[config.mk]
export PLATFORM = sky130hd
export DESIGN_NAME = fifo_sync_param
export DESIGN_NICKNAME = d
export VERILOG_FILES = /design/src/rtl/fifo_pkg.sv /design/src/rtl/fifo_ram.sv /design/src/rtl/fifo_sync_param.sv
export SDC_FILE = /design/constraint.sdc
export NUM_CORES = 1
export LEC_CHECK = 0
export ABC_CLOCK_PERIOD_IN_PS = 3600
export CORE_MARGIN = 1.5
export CORE_UTILIZATION = 45
export CTS_BUF_LIST = sky130_fd_sc_hd__clkbuf_8
export DETAILED_ROUTE_END_ITERATION = 6
export MAX_ROUTING_LAYER = met4
export SLEW_MARGIN = 40
export SYNTH_ARGS = -nofsm -noshare
export SYNTH_HDL_FRONTEND = slang
export SYNTH_SLANG_ARGS = --single-unit
[constraint.sdc]
create_clock -name CLK -period 3.6 [get_ports CLK]
set_clock_uncertainty 0.15 [all_clocks]
set_input_delay 0.72 -clock CLK [delete_from_list [all_inputs] [get_ports CLK]]
set_output_delay 0.72 -clock CLK [all_outputs]
set_load 0.02 [all_outputs]
[src/rtl/fifo_pkg.sv]
// fifo_pkg: shared definitions for the synchronous FIFO family.
//   - default geometry (FIFO_DEF_WL, FIFO_DEF_DEPTH)
//   - width helpers for pointer and occupancy counters
//   - fifo_op_e: per-cycle operation class used to update the occupancy count
package fifo_pkg;

  localparam int unsigned FIFO_DEF_WL    = 8;
  localparam int unsigned FIFO_DEF_DEPTH = 16;

  // Pointer width for a power-of-two depth (depth >= 2 gives at least 1 bit).
  function automatic int unsigned fifo_aw(input int unsigned depth);
    return $clog2(depth);
  endfunction

  // Occupancy counter width: one extra bit so that count == DEPTH is representable.
  function automatic int unsigned fifo_cw(input int unsigned depth);
    return fifo_aw(depth) + 1;
  endfunction

  typedef enum logic [1:0] {
    OP_NONE = 2'b00,
    OP_PUSH = 2'b01,
    OP_POP  = 2'b10,
    OP_BOTH = 2'b11
  } fifo_op_e;

endpackage : fifo_pkg

[src/rtl/fifo_ram.sv]
// fifo_ram: DEPTH x WL simple dual-port storage array.
// Ports:
//   i_clk   - rising-edge clock
//   i_we    - write enable (synchronous)
//   i_waddr - write address
//   i_wdata - write data
//   i_raddr - read address
//   o_rdata - read data (asynchronous)
// Contents are never reset.
module fifo_ram
  import fifo_pkg::*;
#(
  parameter int unsigned WL    = FIFO_DEF_WL,
  parameter int unsigned DEPTH = FIFO_DEF_DEPTH,
  parameter int unsigned AW    = fifo_aw(FIFO_DEF_DEPTH)
) (
  input  logic          i_clk,
  input  logic          i_we,
  input  logic [AW-1:0] i_waddr,
  input  logic [WL-1:0] i_wdata,
  input  logic [AW-1:0] i_raddr,
  output logic [WL-1:0] o_rdata
);

  logic [WL-1:0] r_mem [DEPTH];

  always_ff @(posedge i_clk) begin
    if (i_we) begin
      r_mem[i_waddr] <= i_wdata;
    end
  end

  assign o_rdata = r_mem[i_raddr];

endmodule : fifo_ram

[src/rtl/fifo_sync_param.sv]
// fifo_sync_param: parametrised single-clock FIFO with first-word-fall-through
// head, registered pop data, occupancy count, almost flags and sticky errors.
// Ports:
//   CLK          - rising-edge clock
//   RST_N        - synchronous active-low reset
//   PUSH / POP   - write / read requests
//   CLR_ERR      - clears sticky OVF/UDF (a new error in the same cycle wins)
//   din          - write data
//   head         - oldest entry, 0 when EMPTY
//   dout         - word removed by the last accepted pop
//   count        - occupancy 0..DEPTH
//   EMPTY, FULL, ALMOST_EMPTY, ALMOST_FULL - decoded from registered count
//   OVF / UDF    - sticky rejected-push / rejected-pop flags
module fifo_sync_param
  import fifo_pkg::*;
#(
  parameter  int unsigned WL     = FIFO_DEF_WL,
  parameter  int unsigned DEPTH  = FIFO_DEF_DEPTH,
  parameter  int unsigned AF_LVL = DEPTH - 2,
  parameter  int unsigned AE_LVL = 2,
  localparam int unsigned A_WL   = fifo_aw(DEPTH)
) (
  input  logic          CLK,
  input  logic          RST_N,
  input  logic          PUSH,
  input  logic          POP,
  input  logic          CLR_ERR,
  input  logic [WL-1:0] din,
  output logic [WL-1:0] head,
  output logic [WL-1:0] dout,
  output logic [A_WL:0] count,
  output logic          EMPTY,
  output logic          FULL,
  output logic          ALMOST_EMPTY,
  output logic          ALMOST_FULL,
  output logic          OVF,
  output logic          UDF
);

  logic [A_WL-1:0] r_wr_ptr;
  logic [A_WL-1:0] r_rd_ptr;
  logic [A_WL:0]   r_count;
  logic [WL-1:0]   r_dout;
  logic            r_ovf;
  logic            r_udf;

  logic [WL-1:0]   w_rdata;
  logic [31:0]     w_count32;
  logic            w_empty;
  logic            w_full;
  logic            w_pop_ok;
  logic            w_push_ok;
  logic            w_we;
  fifo_op_e        w_op;

  // ---------------------------------------------------------------------------
  // Flag decode from the registered count
  // ---------------------------------------------------------------------------
  assign w_count32 = 32'(r_count);
  assign w_empty   = (w_count32 == 32'd0);
  assign w_full    = (w_count32 == DEPTH);

  // A push while full is only accepted when a pop frees the slot in the same cycle.
  assign w_pop_ok  = POP && !w_empty;
  assign w_push_ok = PUSH && (!w_full || w_pop_ok);

  // Gating with RST_N keeps a push presented during reset out of the array.
  assign w_we      = w_push_ok && RST_N;

  always_comb begin
    w_op = OP_NONE;
    unique case ({w_pop_ok, w_push_ok})
      2'b01:   w_op = OP_PUSH;
      2'b10:   w_op = OP_POP;
      2'b11:   w_op = OP_BOTH;
      default: w_op = OP_NONE;
    endcase
  end

  // ---------------------------------------------------------------------------
  // Storage
  // ---------------------------------------------------------------------------
  fifo_ram #(
    .WL    (WL),
    .DEPTH (DEPTH),
    .AW    (A_WL)
  ) u_ram (
    .i_clk   (CLK),
    .i_we    (w_we),
    .i_waddr (r_wr_ptr),
    .i_wdata (din),
    .i_raddr (r_rd_ptr),
    .o_rdata (w_rdata)
  );

  // ---------------------------------------------------------------------------
  // Pointers, count and popped data
  // ---------------------------------------------------------------------------
  always_ff @(posedge CLK) begin
    if (!RST_N) begin
      r_wr_ptr <= '0;
      r_rd_ptr <= '0;
      r_count  <= '0;
      r_dout   <= '0;
    end else begin
      if (w_push_ok) begin
        r_wr_ptr <= r_wr_ptr + 1'b1;
      end
      if (w_pop_ok) begin
        r_rd_ptr <= r_rd_ptr + 1'b1;
        r_dout   <= head;
      end
      unique case (w_op)
        OP_PUSH: r_count <= r_count + 1'b1;
        OP_POP:  r_count <= r_count - 1'b1;
        default: r_count <= r_count;
      endcase
    end
  end

  // ---------------------------------------------------------------------------
  // Sticky error flags: a new error takes priority over CLR_ERR
  // ---------------------------------------------------------------------------
  always_ff @(posedge CLK) begin
    if (!RST_N) begin
      r_ovf <= 1'b0;
      r_udf <= 1'b0;
    end else begin
      if (PUSH && !w_push_ok) begin
        r_ovf <= 1'b1;
      end else if (CLR_ERR) begin
        r_ovf <= 1'b0;
      end
      if (POP && !w_pop_ok) begin
        r_udf <= 1'b1;
      end else if (CLR_ERR) begin
        r_udf <= 1'b0;
      end
    end
  end

  // ---------------------------------------------------------------------------
  // Outputs
  // ---------------------------------------------------------------------------
  // Forcing 0 when empty also hides uninitialised array contents.
  assign head         = w_empty ? '0 : w_rdata;
  assign dout         = r_dout;
  assign count        = r_count;
  assign EMPTY        = w_empty;
  assign FULL         = w_full;
  assign ALMOST_EMPTY = (w_count32 <= AE_LVL);
  assign ALMOST_FULL  = (w_count32 >= AF_LVL);
  assign OVF          = r_ovf;
  assign UDF          = r_udf;

endmodule : fifo_sync_param

======== Word-level counts from Yosys, hierarchy flattened ========
Memories as Yosys holds them, arrays and structs flattened. A register that Yosys moved wholly into a read port is not among the register bits.
Index checks and enable logic that the tools add are counted.
W data, S select, Z words.
storage, ports and cells
  register bits ........................... 23
  memory bits (writable) .................. 128
  bits of input ports ..................... 13
  output and inout bits ................... 27
  word-level logic and storage cells ...... 43
  memories ................................ 1
memories
  name         depth  width  rd ports  clocked after memory_dff  write ports  RTL line        source
  u_ram.r_mem  16     8      1         1                         1            fifo_ram.sv:25  logic [WL-1:0] r_mem [DEPTH];
operators by class
  add/subtract/negate cells ............... 4
  order comparisons ....................... 2
  equality and inequality tests ........... 6
  multiplexer cells ....................... 10
  reductions and logical operators ........ 14
operators by type and width
  kind                   number
  $logic_not A32 Y1      1
  $pmux W5 S2            1
  $add A4 B1 Y4 const B  2
  $mux W4                2
  $mux W8                1
  $eq A2 B2 Y1 const B   3
  $pmux W2 S3            1
  $reduce_bool A2 Y1     3
  $add A5 B1 Y5 const B  1
  $eq A5 B5 Y1 const B   1
  $ge A5 B4 Y1 const B   1
  $le A5 B2 Y1 const B   1
  $logic_and A1 B1 Y1    5
  $mux W1                5
  $sub A5 B1 Y5 const B  1
  $eq A2 B1 Y1 const B   2
  $logic_not A1 Y1       4
  $logic_or A1 B1 Y1     1

======== Longest topological paths before layout ========
  depth in word-level cells ............... 9
  mapped depth ............................ 14
  mapped depth without buffers ............ 10

======== By module ========
Synthesis repeated with hierarchy kept, for this count alone.
unflattened totals
  cells, all modules ...................... 357
  area total of the unflattened synthesis .. 6217.2 um2
modules (own cells, without submodules)
  module           instances  cells an instance  area each (um2)  seq. area each (um2)
  fifo_ram         1          221                4987.3           3843.7
  fifo_sync_param  1          136                1229.9           460.4

======== Worst setup path before layout ========
No wires, ideal clock.
  path type ............................... register to register
  start point ............................. register r_count[1] (netlist: count[1])
  end point ............................... register r_count[2] (netlist: count[2])
  setup time .............................. 0.071 ns
  arrival time ............................ 2.964 ns
  data required time ...................... 3.379 ns
  slack ................................... 0.416 ns
  cell stages (with the launch flop) ...... 15
  path buffers ............................ 4
  clock period less this slack ............ 3.184 ns
  cells stage by stage .................... dfxtp_1 > buf_6 > or4_4 > buf_6 > o21ai_2 > buf_2 > inv_1 > ha_1 > clkbuf_1 > xor2_1 > ha_1 > a21oi_1 > xnor2_1 > or3_1 > a21oi_1
between the ends
  cells in the longest elaborated chain, start to end .. 9
  elaborated cells on any way between the ends .. 17
  those cells by class .................... 2 x add/sub; 6 x eq/ne; 2 x mux; 7 x reduce/logical
RTL lines
  item                                                      RTL line                source
  start: declaration                                        fifo_sync_param.sv:42   logic [A_WL:0] r_count;
  start signal: assignment                                  fifo_sync_param.sv:114  OP_PUSH: r_count <= r_count + 1'b1;
  start signal: assignment                                  fifo_sync_param.sv:115  OP_POP: r_count <= r_count - 1'b1;
  start signal: assignment                                  fifo_sync_param.sv:116  default: r_count <= r_count;
  $logic_not A32 Y1 (*)                                     fifo_sync_param.sv:60   assign w_empty = (w_count32 == 32'd0);
  $logic_not A1 Y1 (*)                                      fifo_sync_param.sv:64   assign w_pop_ok = POP && !w_empty;
  $logic_and A1 B1 Y1 (*)                                   fifo_sync_param.sv:64
  named net w_pop_ok                                        fifo_sync_param.sv:51   logic w_pop_ok;
  $logic_or A1 B1 Y1                                        fifo_sync_param.sv:65   assign w_push_ok = PUSH && (!w_full || w_pop_ok);
  $logic_and A1 B1 Y1                                       fifo_sync_param.sv:65
  $eq A2 B2 Y1 / $eq A2 B1 Y1 (equally long branches)       fifo_sync_param.sv:72   unique case ({w_pop_ok, w_push_ok})
  $pmux W2 S3 (*)                                           fifo_sync_param.sv:72
  $eq A2 B2 Y1 / $eq A2 B1 Y1 (equally long branches)       fifo_sync_param.sv:113  unique case (w_op)
  $pmux W5 S2 / $reduce_bool A2 Y1 (equally long branches)  -
Mark *: on every way through the listed nets, which the timed path passes. The rest lies on a longest branch.
A chain may end at the register's enable or synchronous reset.

==> results.toml <==
[worst_hold_path]
min_from = "dout[5]$_SDFFE_PN0P_"
hold_class = "register to register"

[synth]
ys_top_cells_by_area = "edfxtp_1 62%, mux4_2 12%, dfxtp_1 8.7%, a22oi_1 2.2%, nor2_1 1.8%"
syn_inst = 364
yosys_warnings = 0
ys_ff_latch = 155
synth_fp_nets = 385
yosysTopAreaCellShare_pct = 61.99
netlist_area_sq_mm = 0.006201
avgSynthCellArea_sq_um = 17.04
synth_seq_area_share_pct = 70.70
synth.distinct_cells = 42
synth_largest_area_cell = "edfxtp_1"

[die]
start_util_pct = 46.46
chipHeight_um = 120.4
row_count = 42
io_pins = 40
dieWidth_um = 120.4
core_area_sq_mm = 0.01335
fp.dieArea_sq_mm = 0.01449

[timing]
setup_tns_ns = 0
hold_viol = 0
tightest_slew_ns = 0.6106
slew_headroom_pct = 59.17
rsz0062_at_grt = "no"
min_period_ns = 3.466
slew_violations = 0
whs_ns = 0.3100
finalSetupViolCount = 0
layout_setup_ws_ns = 0.1343
min_period_over_period_pct = 96.27
fmax_mhz = 288.5

[placement]
gp_congestion = 0.7903
place_area_sq_mm = 0.006929
dp_slack_ns = 0.2669
dp.final_hpwl_mm = 8.319
io_buffers = 39

[cells_and_area]
regArea_sq_mm = 0.004385
fillCellCount = 1079
antenna_cells = 0
final_common_cell = "edfxtp_1"
final_cell_area_sq_mm = 0.007457
fin_nets = 450
area_growth_pct = 20.26
final_cell_mix = "128 x edfxtp_1, 37 x clkdlybuf4s50_1, 32 x mux4_2, 29 x nor2_1, 26 x dfxtp_1"
layout-drive-gt1-share_pct = 23.30
multiInputGateArea_sq_mm = 0.001703

[power]
finalPower_mw = 4.761
swShare_pct = 28.69
ir_drop_v = 0.0003633
power_frac_comb_pct = 24.6
seqPwrFrac_pct = 43.8
leakage_nw = 2.477
clock_power_share_pct = 31.7
switchingPower_mw = 1.366
power_density_mw_per_mm2 = 638.4
p_int_mw = 3.395

[drt]
routedWlPerCell_um = 21.53
viasPerCell = 5.513
dr_total_vias = 3407
ant_nets = 0
dr.pass1.iters = 5
routed_wirelength_mm = 13.30
drt_first_iter_violations = 302
post-route-drc-count = 0

[clock_tree]
cts_inserted_buffers = 17
cts_buffer_depth = 2
cts-htree-levels = 4
clk_pin_slew_ns = 0.08
post_cts_buffers = 0
cts_sinks = 155
clk_latency_ns = 0.45
cts_root_buffer = "clkbuf_8"
cts_tree = "done"

[setup_path]
crit_path_cell_trace = "buf_12 -> mux4_2 -> a22oi_2 -> a21oi_1 -> clkdlybuf4s50_1"
reg2reg_slack_ns = 0.55
crit_buf_inv = 2
r2r-start = "count[0]$_SDFFE_PN0P_"
critical_path_cell_count = 5
critical_path_class = "register to output pin"
start_kind = "register"
r2r_cells = 10
slowest_stage = "clkdlybuf4s50_1"
cp_top_family = "buffers and inverters"
worstSetupEndpointType = "output pin"
slowest_delay_ns = 0.55
crit_required_ns = 2.73
critPathArrivalTime_ns = 2.60
cp_max_fo = 16
cp-endpoint = "head[4]"
reg2reg_to = "count[4]$_SDFFE_PN0P_"

[global_route]
antenna_found_initial = 0
grt-ovfl-total = 0
grt_use_total_pct = 20.32
grt_max_degree = 33
grt_pass1_vias = 3534
grt_pass1_wl_mm = 20.24

[outcome]
outcome = "finished clean"

[job]
cap_viol_max_count = 0
## worst register-to-register path, delay by kind of cell (launching register included)
family                     cells  cell delay, ns
and+or+nand+nor                1            0.64
xor gates and xnor gates       1            0.11
buffers and inverters          1            0.08
DFF                            1            0.39
AOI/OAI and AO/OA              4            0.90
muxes                          1            0.19
adders and majority gates      2            0.52
## power groups by stage
stage               logic, mW  clock network [mW]  registers (mW)
floorplan               0.630                   0            2.18
global placement         1.15                   0            2.12
detailed placement       1.16                   0            2.13
CTS                      1.17                1.54            2.08
global route             1.25                1.61            2.10
finish                   1.17                1.51            2.08
## worst min-delay path by stage
stage,slack (ns),depth (start not counted),end
6_report,0.31,2,dout[5]$_SDFFE_PN0P_
3_5_place_dp,0.30,2,dout[5]$_SDFFE_PN0P_
3_3_place_gp,0.30,2,dout[1]$_SDFFE_PN0P_
2_1_floorplan,0.37,2,register
4_1_cts,0.31,2,dout[5]$_SDFFE_PN0P_
5_1_grt,0.32,2,dout[3]$_SDFFE_PN0P_
## registers in the layout (all words and copies together), names as in the netlist, named ones only
name,flops
OVF,1
r_rd_ptr,4
r_wr_ptr,4
u_ram.r_mem,128
count,5
dout,8
UDF,1
## final cells by class
cell class / count / share of cell area, %
multi-input cells: 178 / 22.84
flip-flops and latches: 155 / 58.81
repair buffers: 67 / 8.691
inverters: 10 / 0.5034
clock inverters: 15 / 3.070
well taps: 176 / 2.953
clock buffers: 17 / 3.138
## metrics by stage
stage | instances | utilization [%]
finish | 618 | 55.87
global route | 618 | 55.87
CTS | 617 | 55.53
detailed placement | 585 | 51.91
global placement | 585 | 51.91
floorplan | 364 | -
## cells in the mapped netlist (all sizes together)
| cell type | n |
|---|---|
| a31oi | 2 |
| mux2i | 5 |
| or4 | 1 |
| xnor2 | 3 |
| or2 | 1 |
| a21o | 10 |
| or3 | 3 |
| a2111oi | 1 |
| nor3 | 1 |
| nand3b | 1 |
| buf | 10 |
| a21oi | 19 |
| dfxtp | 27 |
| edfxtp | 128 |
| o21ai | 2 |
| a32oi | 2 |
| o31a | 1 |
| o211ai | 1 |
| nor2b | 2 |
| nand2 | 15 |
| xor2 | 5 |
| a22oi | 18 |
| nor4b | 1 |
| o21a | 2 |
| o22ai | 1 |
| and3 | 1 |
| o311ai | 1 |
| nor2 | 30 |
| inv | 10 |
| ha | 8 |
| nand2b | 1 |
| clkbuf | 11 |
| nand3 | 5 |
| nand4b | 1 |
| mux4 | 32 |
| and2 | 2 |
## routing by layer
layer	vias to the layer above	GRT usage [%]	wire, um
met4	0	8.897	263
met1	1749	26.57	5804
li1	1554	-	-
met2	84	30.82	6392
met3	20	4.623	843
met5	-	-	0
## what timing repair did
item,4_1_cts,5_1_grt
endpoints found under the setup margin,4,9
cloned,0,1
hold buffers,0,0
resized for setup,4,5
## cells by family (layout without fill, tap and decap cells)
family	Yosys count	in the layout	share of synthesized area (%)
adder cells (fa/ha/maj)	8	8	1.614
buffers and inverters	31	109	2.401
multiplexers	37	37	12.43
flip-flops	155	155	70.70
AO/OA/AOI/OAI	60	60	6.861
XOR/XNOR	8	8	1.130
AND/OR/NAND/NOR	65	65	4.863
Note: power is estimated with default switching activity, not from simulation.
